--- config.mk ---
export PLATFORM = sky130hd
export DESIGN_NAME = fractal_sync_cu_arbiter_flat
export DESIGN_NICKNAME = d
export VERILOG_FILES = /design/src/rtl/fractal_sync_pkg.sv /design/src/rtl/fractal_sync_cu_arbiter_if.sv /design/src/rtl/fractal_sync_rr_arbiter.sv /design/src/rtl/fractal_sync_cu_arbiter.sv /design/src/flat_wrapper.sv
export SDC_FILE = /design/constraint.sdc
export NUM_CORES = 1
export LEC_CHECK = 0
export BUFFER_PORTS_ARGS = -buffer_cell sky130_fd_sc_hd__buf_2
export CAP_MARGIN = 40
export CELL_PAD_IN_SITES_DETAIL_PLACEMENT = 0
export CELL_PAD_IN_SITES_GLOBAL_PLACEMENT = 2
export CORE_MARGIN = 8
export CORE_UTILIZATION = 32
export DETAILED_ROUTE_END_ITERATION = 8
export PLACE_DENSITY = 0.81
export SLEW_MARGIN = 25
export SYNTH_ARGS = -nofsm -noshare
export SYNTH_HDL_FRONTEND = slang
export SYNTH_SLANG_ARGS = --single-unit
export TNS_END_PERCENT = 10
--- constraint.sdc ---
create_clock -name clk_i -period 2.9 [get_ports clk_i]
set_input_delay 0.145 -clock clk_i [delete_from_list [all_inputs] [get_ports clk_i]]
set_output_delay 0.145 -clock clk_i [all_outputs]
set_load 0.1 [all_outputs]
--- src/rtl/fractal_sync_pkg.sv ---
// Shared types and defaults for the FractalSync CU-side arbiter.
package fractal_sync_pkg;

  typedef enum logic [1:0] {
    ST_IDLE  = 2'd0,
    ST_ISSUE = 2'd1,
    ST_WAIT  = 2'd2,
    ST_RESP  = 2'd3
  } fsync_arb_state_e;

  localparam int unsigned FSYNC_ARB_TIMEOUT = 1024;

endpackage

--- src/rtl/fractal_sync_cu_arbiter_if.sv ---
// Network-side FractalSync port: sync/aggr/id out, wake/error with lvl/id back.
interface fractal_sync_cu_arbiter_if #(
  parameter int AGGR_W = 3,
  parameter int LVL_W  = 1,
  parameter int ID_W   = 2
);

  logic              fsync_sync_o;
  logic [AGGR_W-1:0] fsync_aggr_o;
  logic [ID_W-1:0]   fsync_id_o;
  logic              fsync_wake_i;
  logic [LVL_W-1:0]  fsync_lvl_i;
  logic [ID_W-1:0]   fsync_id_i;
  logic              fsync_error_i;

  modport master (
    output fsync_sync_o, fsync_aggr_o, fsync_id_o,
    input  fsync_wake_i, fsync_lvl_i, fsync_id_i, fsync_error_i
  );

  modport slave (
    input  fsync_sync_o, fsync_aggr_o, fsync_id_o,
    output fsync_wake_i, fsync_lvl_i, fsync_id_i, fsync_error_i
  );

endinterface

--- src/rtl/fractal_sync_rr_arbiter.sv ---
// Round-robin picker: first valid requester at or after the pointer, wrapping.
// The pointer moves to one past the served requester when an update is signalled.
module fractal_sync_rr_arbiter
  import fractal_sync_pkg::*;
#(
  parameter  int N_REQ = 4,
  localparam int PTR_W = (N_REQ > 1) ? $clog2(N_REQ) : 1
) (
  input  logic             clk_i,
  input  logic             rst_i,
  input  logic [N_REQ-1:0] i_valid,
  input  logic             i_upd_en,
  input  logic [PTR_W-1:0] i_upd_idx,
  output logic [N_REQ-1:0] o_grant,
  output logic [PTR_W-1:0] o_idx,
  output logic             o_found
);

  logic [PTR_W-1:0] r_ptr;
  logic [PTR_W-1:0] w_ptr_next;

  // Pointer advance wraps at N_REQ; with a single requester it stays at 0.
  always_comb begin
    w_ptr_next = '0;
    if (int'(i_upd_idx) + 1 < N_REQ) begin
      w_ptr_next = i_upd_idx + 1'b1;
    end
  end

  // Pointer register, updated only when the owner's response is delivered.
  always_ff @(posedge clk_i) begin
    if (rst_i) begin
      r_ptr <= '0;
    end else if (i_upd_en) begin
      r_ptr <= w_ptr_next;
    end
  end

  // Scan from the pointer and take the first valid index.
  always_comb begin
    o_found = 1'b0;
    o_idx   = '0;
    o_grant = '0;
    for (int i = 0; i < N_REQ; i++) begin
      automatic int               k  = (int'(r_ptr) + i) % N_REQ;
      automatic logic [PTR_W-1:0] kk = PTR_W'(k);
      if (!o_found && i_valid[kk]) begin
        o_found = 1'b1;
        o_idx   = kk;
      end
    end
    if (o_found) begin
      o_grant[o_idx] = 1'b1;
    end
  end

endmodule

--- src/rtl/fractal_sync_cu_arbiter.sv ---
// Shares one FractalSync tree port between N_REQ local requesters: grants one,
// pulses its barrier into the network, waits for the matching wake/error (or
// the watchdog), then returns the response to that requester.
module fractal_sync_cu_arbiter
  import fractal_sync_pkg::*;
#(
  parameter  int          N_REQ          = 4,
  parameter  int          AGGR_W         = 3,
  parameter  int          LVL_W          = 1,
  parameter  int          ID_W           = 2,
  parameter  int unsigned TIMEOUT_CYCLES = FSYNC_ARB_TIMEOUT,
  localparam int          PTR_W          = (N_REQ > 1) ? $clog2(N_REQ) : 1
) (
  input  logic                    clk_i,
  input  logic                    rst_i,
  input  logic [N_REQ-1:0]        req_valid_i,
  output logic [N_REQ-1:0]        req_ready_o,
  input  logic [N_REQ*AGGR_W-1:0] req_aggr_i,
  input  logic [N_REQ*ID_W-1:0]   req_id_i,
  output logic [N_REQ-1:0]        rsp_valid_o,
  output logic [LVL_W-1:0]        rsp_lvl_o,
  output logic [ID_W-1:0]         rsp_id_o,
  output logic                    rsp_error_o,
  output logic                    rsp_timeout_o,
  fractal_sync_cu_arbiter_if.master fsync,
  output logic                    busy_o
);

  localparam int          WD_W    = (TIMEOUT_CYCLES > 0) ? $clog2(TIMEOUT_CYCLES + 1) : 1;
  localparam int unsigned WD_LAST = (TIMEOUT_CYCLES > 0) ? TIMEOUT_CYCLES - 1 : 0;

  fsync_arb_state_e r_state, w_next;

  logic [PTR_W-1:0]  r_owner;
  logic [AGGR_W-1:0] r_aggr;
  logic [ID_W-1:0]   r_id;
  logic [WD_W-1:0]   r_wd;
  logic [LVL_W-1:0]  r_rsp_lvl;
  logic [ID_W-1:0]   r_rsp_id;
  logic              r_rsp_err;
  logic              r_rsp_to;

  logic [N_REQ-1:0]  w_grant;
  logic [PTR_W-1:0]  w_idx;
  logic              w_found;
  logic              w_match;
  logic              w_expire;
  logic              w_in_resp;

  fractal_sync_rr_arbiter #(.N_REQ(N_REQ)) u_rr (
    .clk_i     (clk_i),
    .rst_i     (rst_i),
    .i_valid   (req_valid_i),
    .i_upd_en  (w_in_resp),
    .i_upd_idx (r_owner),
    .o_grant   (w_grant),
    .o_idx     (w_idx),
    .o_found   (w_found)
  );

  assign w_in_resp = (r_state == ST_RESP);
  assign w_match   = (fsync.fsync_wake_i | fsync.fsync_error_i) && (fsync.fsync_id_i == r_id);
  // The count reaching the limit happens on the last WAIT cycle, so compare against limit-1.
  assign w_expire  = (TIMEOUT_CYCLES != 0) && (r_wd >= WD_W'(WD_LAST));

  // State register.
  always_ff @(posedge clk_i) begin
    if (rst_i) begin
      r_state <= ST_IDLE;
    end else begin
      r_state <= w_next;
    end
  end

  // Next-state logic; a match beats watchdog expiry in the same cycle.
  always_comb begin
    w_next = r_state;
    case (r_state)
      ST_IDLE:  if (w_found) w_next = ST_ISSUE;
      ST_ISSUE: w_next = ST_WAIT;
      ST_WAIT:  if (w_match || w_expire) w_next = ST_RESP;
      ST_RESP:  w_next = ST_IDLE;
      default:  w_next = ST_IDLE;
    endcase
  end

  // Request latches, watchdog and captured response fields.
  always_ff @(posedge clk_i) begin
    if (rst_i) begin
      r_owner   <= '0;
      r_aggr    <= '0;
      r_id      <= '0;
      r_wd      <= '0;
      r_rsp_lvl <= '0;
      r_rsp_id  <= '0;
      r_rsp_err <= 1'b0;
      r_rsp_to  <= 1'b0;
    end else begin
      case (r_state)
        ST_IDLE: begin
          if (w_found) begin
            r_owner <= w_idx;
            r_aggr  <= req_aggr_i[w_idx*AGGR_W +: AGGR_W];
            r_id    <= req_id_i[w_idx*ID_W +: ID_W];
          end
        end
        ST_ISSUE: begin
          r_wd <= '0;
        end
        ST_WAIT: begin
          if (r_wd != {WD_W{1'b1}}) begin
            r_wd <= r_wd + 1'b1;
          end
          if (w_match) begin
            r_rsp_lvl <= fsync.fsync_lvl_i;
            r_rsp_id  <= fsync.fsync_id_i;
            r_rsp_err <= fsync.fsync_error_i;
            r_rsp_to  <= 1'b0;
          end else if (w_expire) begin
            r_rsp_lvl <= '0;
            r_rsp_id  <= r_id;
            r_rsp_err <= 1'b1;
            r_rsp_to  <= 1'b1;
          end
        end
        default: ;
      endcase
    end
  end

  // Response strobe to the owner only in RESP; the shared bus is zero otherwise.
  always_comb begin
    rsp_valid_o   = '0;
    rsp_lvl_o     = '0;
    rsp_id_o      = '0;
    rsp_error_o   = 1'b0;
    rsp_timeout_o = 1'b0;
    if (w_in_resp) begin
      rsp_valid_o[r_owner] = 1'b1;
      rsp_lvl_o            = r_rsp_lvl;
      rsp_id_o             = r_rsp_id;
      rsp_error_o          = r_rsp_err;
      rsp_timeout_o        = r_rsp_to;
    end
  end

  assign req_ready_o        = (r_state == ST_IDLE) ? w_grant : '0;
  assign fsync.fsync_sync_o = (r_state == ST_ISSUE);
  assign fsync.fsync_aggr_o = (r_state != ST_IDLE) ? r_aggr : '0;
  assign fsync.fsync_id_o   = (r_state != ST_IDLE) ? r_id : '0;
  assign busy_o             = (r_state != ST_IDLE);

endmodule
--- src/flat_wrapper.sv ---
// flat-port wrapper written by rule: the top's interface ports become plain ports
module fractal_sync_cu_arbiter_flat import fractal_sync_pkg::*;
#(
  parameter  int          N_REQ          = 4,
  parameter  int          AGGR_W         = 3,
  parameter  int          LVL_W          = 1,
  parameter  int          ID_W           = 2,
  parameter  int unsigned TIMEOUT_CYCLES = FSYNC_ARB_TIMEOUT,
  localparam int          PTR_W          = (N_REQ > 1) ? $clog2(N_REQ) : 1
)
  (clk_i, rst_i, req_valid_i, req_ready_o, req_aggr_i, req_id_i, rsp_valid_o, rsp_lvl_o, rsp_id_o, rsp_error_o, rsp_timeout_o, busy_o, fsync_fsync_sync_o, fsync_fsync_aggr_o, fsync_fsync_id_o, fsync_fsync_wake_i, fsync_fsync_lvl_i, fsync_fsync_id_i, fsync_fsync_error_i);
  fractal_sync_cu_arbiter_if #(.AGGR_W(AGGR_W), .LVL_W(LVL_W), .ID_W(ID_W)) fsync_i ();
  input  logic clk_i;
  input  logic rst_i;
  input  logic [N_REQ-1:0] req_valid_i;
  output logic [N_REQ-1:0] req_ready_o;
  input  logic [N_REQ*AGGR_W-1:0] req_aggr_i;
  input  logic [N_REQ*ID_W-1:0] req_id_i;
  output logic [N_REQ-1:0] rsp_valid_o;
  output logic [LVL_W-1:0] rsp_lvl_o;
  output logic [ID_W-1:0] rsp_id_o;
  output logic rsp_error_o;
  output logic rsp_timeout_o;
  output logic busy_o;
  output wire logic [$bits(fsync_i.fsync_sync_o)-1:0] fsync_fsync_sync_o;
  output wire logic [$bits(fsync_i.fsync_aggr_o)-1:0] fsync_fsync_aggr_o;
  output wire logic [$bits(fsync_i.fsync_id_o)-1:0] fsync_fsync_id_o;
  input wire logic [$bits(fsync_i.fsync_wake_i)-1:0] fsync_fsync_wake_i;
  input wire logic [$bits(fsync_i.fsync_lvl_i)-1:0] fsync_fsync_lvl_i;
  input wire logic [$bits(fsync_i.fsync_id_i)-1:0] fsync_fsync_id_i;
  input wire logic [$bits(fsync_i.fsync_error_i)-1:0] fsync_fsync_error_i;
  assign fsync_fsync_sync_o = fsync_i.fsync_sync_o;
  assign fsync_fsync_aggr_o = fsync_i.fsync_aggr_o;
  assign fsync_fsync_id_o = fsync_i.fsync_id_o;
  assign fsync_i.fsync_wake_i = fsync_fsync_wake_i;
  assign fsync_i.fsync_lvl_i = fsync_fsync_lvl_i;
  assign fsync_i.fsync_id_i = fsync_fsync_id_i;
  assign fsync_i.fsync_error_i = fsync_fsync_error_i;
  fractal_sync_cu_arbiter #(.N_REQ(N_REQ), .AGGR_W(AGGR_W), .LVL_W(LVL_W), .ID_W(ID_W), .TIMEOUT_CYCLES(TIMEOUT_CYCLES)) u_core (.clk_i(clk_i), .rst_i(rst_i), .req_valid_i(req_valid_i), .req_ready_o(req_ready_o), .req_aggr_i(req_aggr_i), .req_id_i(req_id_i), .rsp_valid_o(rsp_valid_o), .rsp_lvl_o(rsp_lvl_o), .rsp_id_o(rsp_id_o), .rsp_error_o(rsp_error_o), .rsp_timeout_o(rsp_timeout_o), .fsync(fsync_i), .busy_o(busy_o));
endmodule
==> metrics.csv, run 1 <==
stage,metric,value,unit
route,routed_wl,4028,um
cts,clk_pin_slew,0.10,ns
placed_design,portBuffers,50,
critical_path,path_cells,inv_1 -> ha_1 -> nand2b_1 -> nor3_1 -> and2_1 -> buf_2,
global_routing,grt_usage,11.24,%
critical_path,r2r_cells,5,
hold_path,min_to,u_core.r_rsp_err,
critical_path,critPathCaptureType,primary output,
global_routing,first_global_vias,1528,
critical_path,crit_slowest_cell,buf_2,
critical_path,reg2reg_slack,1.07,ns
power,leakagePower,0.8580,nW
route,ant_nets,0,
critical_path,timing.critical_path.buf_inv,2,
placed_design,place_congestion,0.7152,
cts,cts_made_buffers,3,
cells_and_area,mostFrequentLayoutCell,buf_2,
sta,maxSlewViolCount,0,
route,drtIter0Drc,30,
logic_synthesis,synthCells,189,
sta,fmax,411.2,MHz
placed_design,placed_cells,303,
logic_synthesis,synth_flop_cell,dfxtp_1,
sta,skew,0.007235,ns
cells_and_area,final_util,39.69,%
cells_and_area,drive_gt1_share,27.00,%
global_routing,grt_max_degree,22,
placed_design,dp_slack,0.7599,ns
route,via_per_inst,4.743,
die,start_util,32.79,%
die,die_area,7764,um^2
cts,clockBufferDepth,2,
global_routing,grt_pass1_wl,7065,um
cts,hold_buffers,0,
cts,cts_tree,yes,
run,max-cap-violations,0,
die,ios,51,
global_routing,grt_overflow,0,
sta,max-slew-margin-rel,56.99,%
cells_and_area,final_nets,278,
die,coreArea,5075,um^2
cells_and_area,most-common-layout-cells,"buf_2 (50), dfxtp_1 (27), nor2_1 (24), mux2i_1 (18), and2_1 (11)",
cts,clock_latency,0.28,ns
critical_path,path_delay_family,simple AND/OR/NAND/NOR gates,
logic_synthesis,async_reset_ff_share,0,%
die,die_x,88.12,um
sta,period_needed,2.432,ns
logic_synthesis,synth.yosys.seq_area_share,32.48,%
hold_path,holdPathStages,3,
route,wl_per_cell,13.12,um
cts,post_cts_buffers,0,
critical_path,worstPathArrival,2.29,ns
hold_path,min_path_type,in2reg,
placed_design,placed_cell_area,1966,um^2
global_routing,antenna_found_initial,0,
logic_synthesis,syn-num-nets,229,
sta,worst_pin_slew,0.6445,ns
route,drc,0,
cts,root_buffer,clkbuf_8,
sta,fin_crit_sh,83.85,%
die,row_count,26,
sta,timing_hold_violations_final,0,
logic_synthesis,ys_warn_count,0,
outcome,status,"complete, no violations",
placed_design,place_hpwl,3134,um
cells_and_area,final_cells,307,
sta,fin_tns_setup,0,ns
logic_synthesis,syn-cell-area,1664,um^2
critical_path,path_class,reg2out,
cts,clock_sinks,27,
critical_path,critPathMaxStageDelay,0.42,ns
logic_synthesis,synth_seq_cells,27,
cells_and_area,area.growth.synth_to_final,21.05,%
power,irDropWorstVdd,0.4888,mV
cts,htreeDepth,1,
logic_synthesis,synthDistinctLibCells,46,
route,drt-pass1-iter-count,4,
route,vias,1456,
power,p_per_area,760.6,nW/um^2
sta,setup_viol,0,
die,fp.dieH,88.12,um
critical_path,start_kind,flop,
critical_path,crit_required,2.76,ns
critical_path,cp_max_fo,11,
logic_synthesis,synth-edff-count,0,
cells_and_area,final_area,2014,um^2
sta,setup_slack,0.4683,ns
critical_path,rr_startpoint,u_core.u_rr.r_ptr[1],
cells_and_area,num_antenna_cells,0,
critical_path,reg2reg_to,u_core.r_id[1],
hold_path,hp-start,fsync_fsync_error_i,
logic_synthesis,syn_avg_cell_area,8.805,um^2
sta,rsz0062_at_grt,no,
cts,cts-resized-gates,0,
power breakdown:
group | internal (mW) | leakage (nW) | switching [mW]
registers | 0.425 | 0.219 | 0.0470
logic | 0.203 | 0.617 | 0.636
clock network | 0.0976 | 0.0217 | 0.124
kinds of logic (layout without fill, tap and decap cells):
logic type / Yosys count / after routing / synth area share (%)
adders and majority gates: 9 / 9 / 6.767
DFF: 27 / 27 / 32.48
muxes: 18 / 18 / 10.83
and+or+nand+nor: 78 / 78 / 25.41
xor gates and xnor gates: 5 / 5 / 2.631
buffers and inverters: 16 / 64 / 4.661
AOI/OAI and AO/OA: 36 / 36 / 17.22
per-stage QoR:
stage / power, mW / hold slack, ns
finish: 1.532 / 0.1282
global route: 1.638 / 0.1375
CTS: 1.557 / 0.1182
detailed placement: 1.328 / 0.4297
global placement: 1.328 / 0.4219
floorplan: 1.179 / 0.2976
per-layer routing:
metal  GRT usage, %  vias up  routed length (um)
met5              0        -                   0
met4          2.304        0                  19
met3          5.441        2                 329
met2          18.47       41                1836
met1          12.90      640                1843
li1               -      773                   -
tightest hold or removal path, cell delays in order:
cell	delay, ns
buf_2	0.10
inv_1	0.04
a311oi_1	0.07
worst max-delay path by stage:
stage | from | endpoint | cells after the start | slack (ns)
floorplan | u_core.u_rr.r_ptr[1] | req_ready_o[0] | 6 | -0.25
global placement | u_core.r_state[0] | req_ready_o[3] | 6 | 0.85
detailed placement | u_core.r_state[0] | req_ready_o[1] | 6 | 0.76
CTS | u_core.r_state[0] | req_ready_o[1] | 6 | 0.42
global route | u_core.r_state[0] | req_ready_o[1] | 6 | 0.22
finish | u_core.r_state[0] | req_ready_o[3] | 6 | 0.47
layout make-up:
cell class	instances	area [um^2]
clock inverter	1	7.507
fill	544	3060
multi-input combinational	146	1046
sequential	27	540.5
inverter	9	33.78
timing repair buffer	51	257.7
clock buffer	3	41.29
tap	70	87.58
cell usage after synthesis (3+ instances only):
| library cell | n | area share [%] |
|---|---|---|
| ha_1 | 9 | 6.8 |
| a21oi_1 | 8 | 2.4 |
| o221ai_1 | 5 | 2.6 |
| nand2b_1 | 4 | 1.5 |
| nand2_1 | 8 | 1.8 |
| nor2_1 | 24 | 5.4 |
| clkbuf_1 | 3 | 0.68 |
| inv_1 | 8 | 1.8 |
| xor2_1 | 5 | 2.6 |
| nand3b_1 | 5 | 2.3 |
| dfxtp_1 | 27 | 32 |
| nor3_1 | 5 | 1.5 |
| and2_1 | 11 | 4.1 |
| o21ai_0 | 3 | 0.90 |
| mux2i_1 | 18 | 11 |
| nor2b_1 | 6 | 2.3 |
registers in the layout (all words and copies together), names as in the netlist, 2 cells and up:
signal and count:
u_core.r_rsp_id 2, u_core.r_id 2, u_core.r_state 2, u_core.r_owner 2, u_core.r_aggr 3, u_core.u_rr.r_ptr 2
u_core.r_wd 11
Power figures use the tool's default switching activity.
==> run 2, diff against run 1 <==
--- a/config.mk
+++ b/config.mk
@@ -10,9 +10,9 @@
 export CELL_PAD_IN_SITES_DETAIL_PLACEMENT = 0
 export CELL_PAD_IN_SITES_GLOBAL_PLACEMENT = 2
 export CORE_MARGIN = 8
-export CORE_UTILIZATION = 32
+export CORE_UTILIZATION = 26
 export DETAILED_ROUTE_END_ITERATION = 8
-export PLACE_DENSITY = 0.81
+export PLACE_DENSITY = 0.7
 export SLEW_MARGIN = 25
 export SYNTH_ARGS = -nofsm -noshare
 export SYNTH_HDL_FRONTEND = slang
==> constraint.sdc (replaced) <==
create_clock -name clk_i -period 2.07 [get_ports clk_i]
set_input_delay 0.1035 -clock clk_i [delete_from_list [all_inputs] [get_ports clk_i]]
set_output_delay 0.1035 -clock clk_i [all_outputs]
set_load 0.1 [all_outputs]
==> run 2 against run 1 <==
  * Via count rose by 5.0%
  * Utilization is 5.7 points lower
  * Final cell count increased by 3.6%
  * Die area up 19%
  * Critical endpoint is now req_ready_o[2]
==> metrics.csv, run 2 (synthesis gave the netlist of run 1 again) <==
stage,metric,value,unit,change
sta,worst_pin_slew,0.5041,ns,was 0.6445 ns
power,irDropWorstVdd,0.5482,mV,was 0.4888 mV
power,pwr-share-clk,13.4,%,was 14.5%
route,drt-pass1-iter-count,4,,unchanged
route,drc,0,,unchanged
sta,timing_hold_violations_final,0,,unchanged
global_routing,grt_max_degree,22,,unchanged
sta,skew,0.006804,ns,was 0.007235 ns
critical_path,critPathCaptureType,primary output,,unchanged
power,p_int,1.113,mW,was 0.7253 mW
route,wl_per_cell,13.60,um,was 13.12 um
route,ant_nets,0,,unchanged
power,comb_power_share,57.5,%,was 54.7%
cells_and_area,drive_gt1_share,30.29,%,was 27.00%
cts,cts_tree,yes,,unchanged
global_routing,first_global_vias,1563,,was 1528
cells_and_area,final_nets,282,,was 278
die,ios,51,,unchanged
cells_and_area,multi_input_area,1066,um^2,was 1046 um^2
critical_path,cp_max_fo,12,,was 11
global_routing,grt_busiest_layer,met2,,unchanged
placed_design,place_hpwl,3450,um,was 3134 um
global_routing,grt_usage,9.492,%,was 11.24%
sta,period_needed,1.898,ns,
power,power_frac_seq,29.1,%,was 30.8%
cells_and_area,final_area,2131,um^2,was 2014 um^2
route,drtIter0Drc,34,,was 30
die,fp.dieH,96,um,was 88.12 um
run,max-cap-violations,0,,unchanged
critical_path,start_kind,flop,,unchanged
global_routing,grt_overflow,0,,unchanged
route,vias,1529,,was 1456
sta,setup_viol,0,,unchanged
sta,maxSlewViolCount,0,,unchanged
hold_path,min_path_type,in2reg,,unchanged
cts,cts_made_buffers,3,,unchanged
critical_path,path_delay_family,flip-flops,,was simple AND/OR/NAND/NOR gates
route,via_per_inst,4.808,,was 4.743
die,row_count,29,,was 26
critical_path,path_class,reg2out,,unchanged
cts,hold_buffers,0,,unchanged
global_routing,antenna_found_initial,0,,unchanged
critical_path,timing.critical_path.buf_inv,2,,unchanged
global_routing,grt_pass1_wl,7120,um,was 7065 um
placed_design,placed_cell_area,2077,um^2,was 1966 um^2
cells_and_area,n_fill_cell,679,,was 544
critical_path,crit_required,1.97,ns,was 2.76 ns
power,leakagePower,0.8963,nW,was 0.8580 nW
power,switchingPower,1.169,mW,was 0.8070 mW
cts,htreeDepth,1,,unchanged
cts,post_cts_buffers,0,,unchanged
cells_and_area,mostFrequentLayoutCell,buf_2,,unchanged
die,die_area,9216,um^2,was 7764 um^2
sta,rsz0062_at_grt,no,,unchanged
cells_and_area,most-common-layout-cells,"buf_2 (46), dfxtp_1 (27), nor2_1 (24), mux2i_1 (18), and2_1 (11)",,"was buf_2 (50), dfxtp_1 (27), nor2_1 (24), mux2i_1 (18), and2_1 (11)"
placed_design,place_congestion,0.7064,,was 0.7152
sta,holdWs,0.1023,ns,was 0.1282 ns
power,switching_share,51.24,%,was 52.67%
sta,max-slew-margin-rel,66.62,%,was 56.99%
cts,clock_latency,0.28,ns,about the same
critical_path,crit_slowest_cell,dfxtp_1,,was buf_2
global_routing,grt_use_met1,11.46,%,was 12.90%
cells_and_area,reg.largest.list,"u_core.r_wd (11), u_core.r_aggr (3)",,unchanged
global_routing,met3_usage,4.914,%,was 5.441%
cells_and_area,num_antenna_cells,0,,unchanged
outcome,status,"complete, no violations",,unchanged
cts,root_buffer,clkbuf_8,,unchanged
die,coreArea,6277,um^2,was 5075 um^2
die,die_x,96,um,was 88.12 um
cts,clock_sinks,27,,unchanged
route,routed_wl,4325,um,was 4028 um
critical_path,path_cells,mux2i_1 -> o22ai_1 -> nor2_2 -> buf_4 -> nor3_2 -> buf_12,,was inv_1 -> ha_1 -> nand2b_1 -> nor3_1 -> and2_1 -> buf_2
cts,clockBufferDepth,2,,unchanged
global_routing,use_met2,15.38,%,was 18.47%
cells_and_area,largest_reg_flops,11,,unchanged
critical_path,worstPathArrival,1.79,ns,was 2.29 ns
power,p_per_area,1071,nW/um^2,was 760.6 nW/um^2
critical_path,critPathMaxStageDelay,0.47,ns,was 0.42 ns
cells_and_area,area.growth.synth_to_final,28.04,%,was 21.05%
cells_and_area,layout.area.seq,540.5,um^2,unchanged
cts,clk_pin_slew,0.10,ns,about the same
sta,fmax,527.0,MHz,
die,start_util,26.51,%,was 32.79%
cells_and_area,largest_register,u_core.r_wd,,unchanged
placed_design,portBuffers,50,,unchanged
sta,fin_crit_sh,91.67,%,
==> run 2: changes by cell type in the layout (fill, tap and decap cells not counted) <==
cell,before,now
buf_12,0,4
buf_2,50,46
buf_4,1,5
nor3_1,5,2
nor3_2,1,4
ha_1,9,7
ha_2,0,2
clkinv_2,0,1
clkinvlp_4,1,0
==> run 2: power groups by stage <==
| stage | combinational (mW) | sequential [mW] | clock (mW) |
|---|---|---|---|
| floorplan | 1.01 | 0.655 | 0 |
| global placement | 1.32 | 0.674 | 0 |
| detailed placement | 1.31 | 0.678 | 0 |
| CTS | 1.32 | 0.665 | 0.324 |
| global route | 1.41 | 0.677 | 0.342 |
| finish | 1.31 | 0.665 | 0.306 |
==> run 2: per-stage QoR <==
step	total power, mW	util (%)	worst slack, ns	setup TNS (ns)	std cells
floorplan	1.665	-	-0.1706	-0.7240	189
global placement	1.991	33.09	0.3843	0	314
detailed placement	1.990	33.09	0.3339	0	314
CTS	2.306	33.83	0.01663	0	318
global route	2.430	33.94	0.06655	0	318
finish	2.282	33.94	0.1724	0	318
==> run 2: area by class of cell <==
type	instances	area share, %
repair buffers	55	16.32
flip-flops and latches	27	25.37
clock inverters	1	0.2349
inverters	9	1.585
clock buffers	3	1.938
multi-input cells	146	50.03
well taps	77	4.521
==> run 2: timing repair <==
action / CTS / global route
endpoints found under the setup margin: 0 / 2
hold endpoints to repair: 0 / 0
resized for setup: 0 / 2
==> run 2: path summary, 6_finish.rpt <==
kind                                            from                to  slack, ns  depth (start not counted)
worst max register to register     u_core.r_state[0]    u_core.r_wd[8]       0.32                          7
worst min-delay path             fsync_fsync_error_i  u_core.r_rsp_err       0.10                          3
worst min register to register      u_core.r_rsp_lvl  u_core.r_rsp_lvl       0.48                          2
worst max-delay path            u_core.u_rr.r_ptr[1]    req_ready_o[2]       0.17                          6
==> run 2: worst register-to-register path, stage by stage, from the launching register on <==
cell and delay (ns):
dfxtp_1 0.35, inv_1 0.09, ha_1 0.31, inv_2 0.11, nor3_1 0.33, and3_1 0.22, mux2i_1 0.18, nor2_1 0.05
==> run 2: metal layers <==
metal / routed length, um / share of wire, % / vias up
met2: 1974 / 46 / 52
met1: 1937 / 45 / 693
met3: 410 / 9.5 / 2
li1: - / - / 782
met5: 0 / 0 / -
met4: 4 / 0.092 / 0
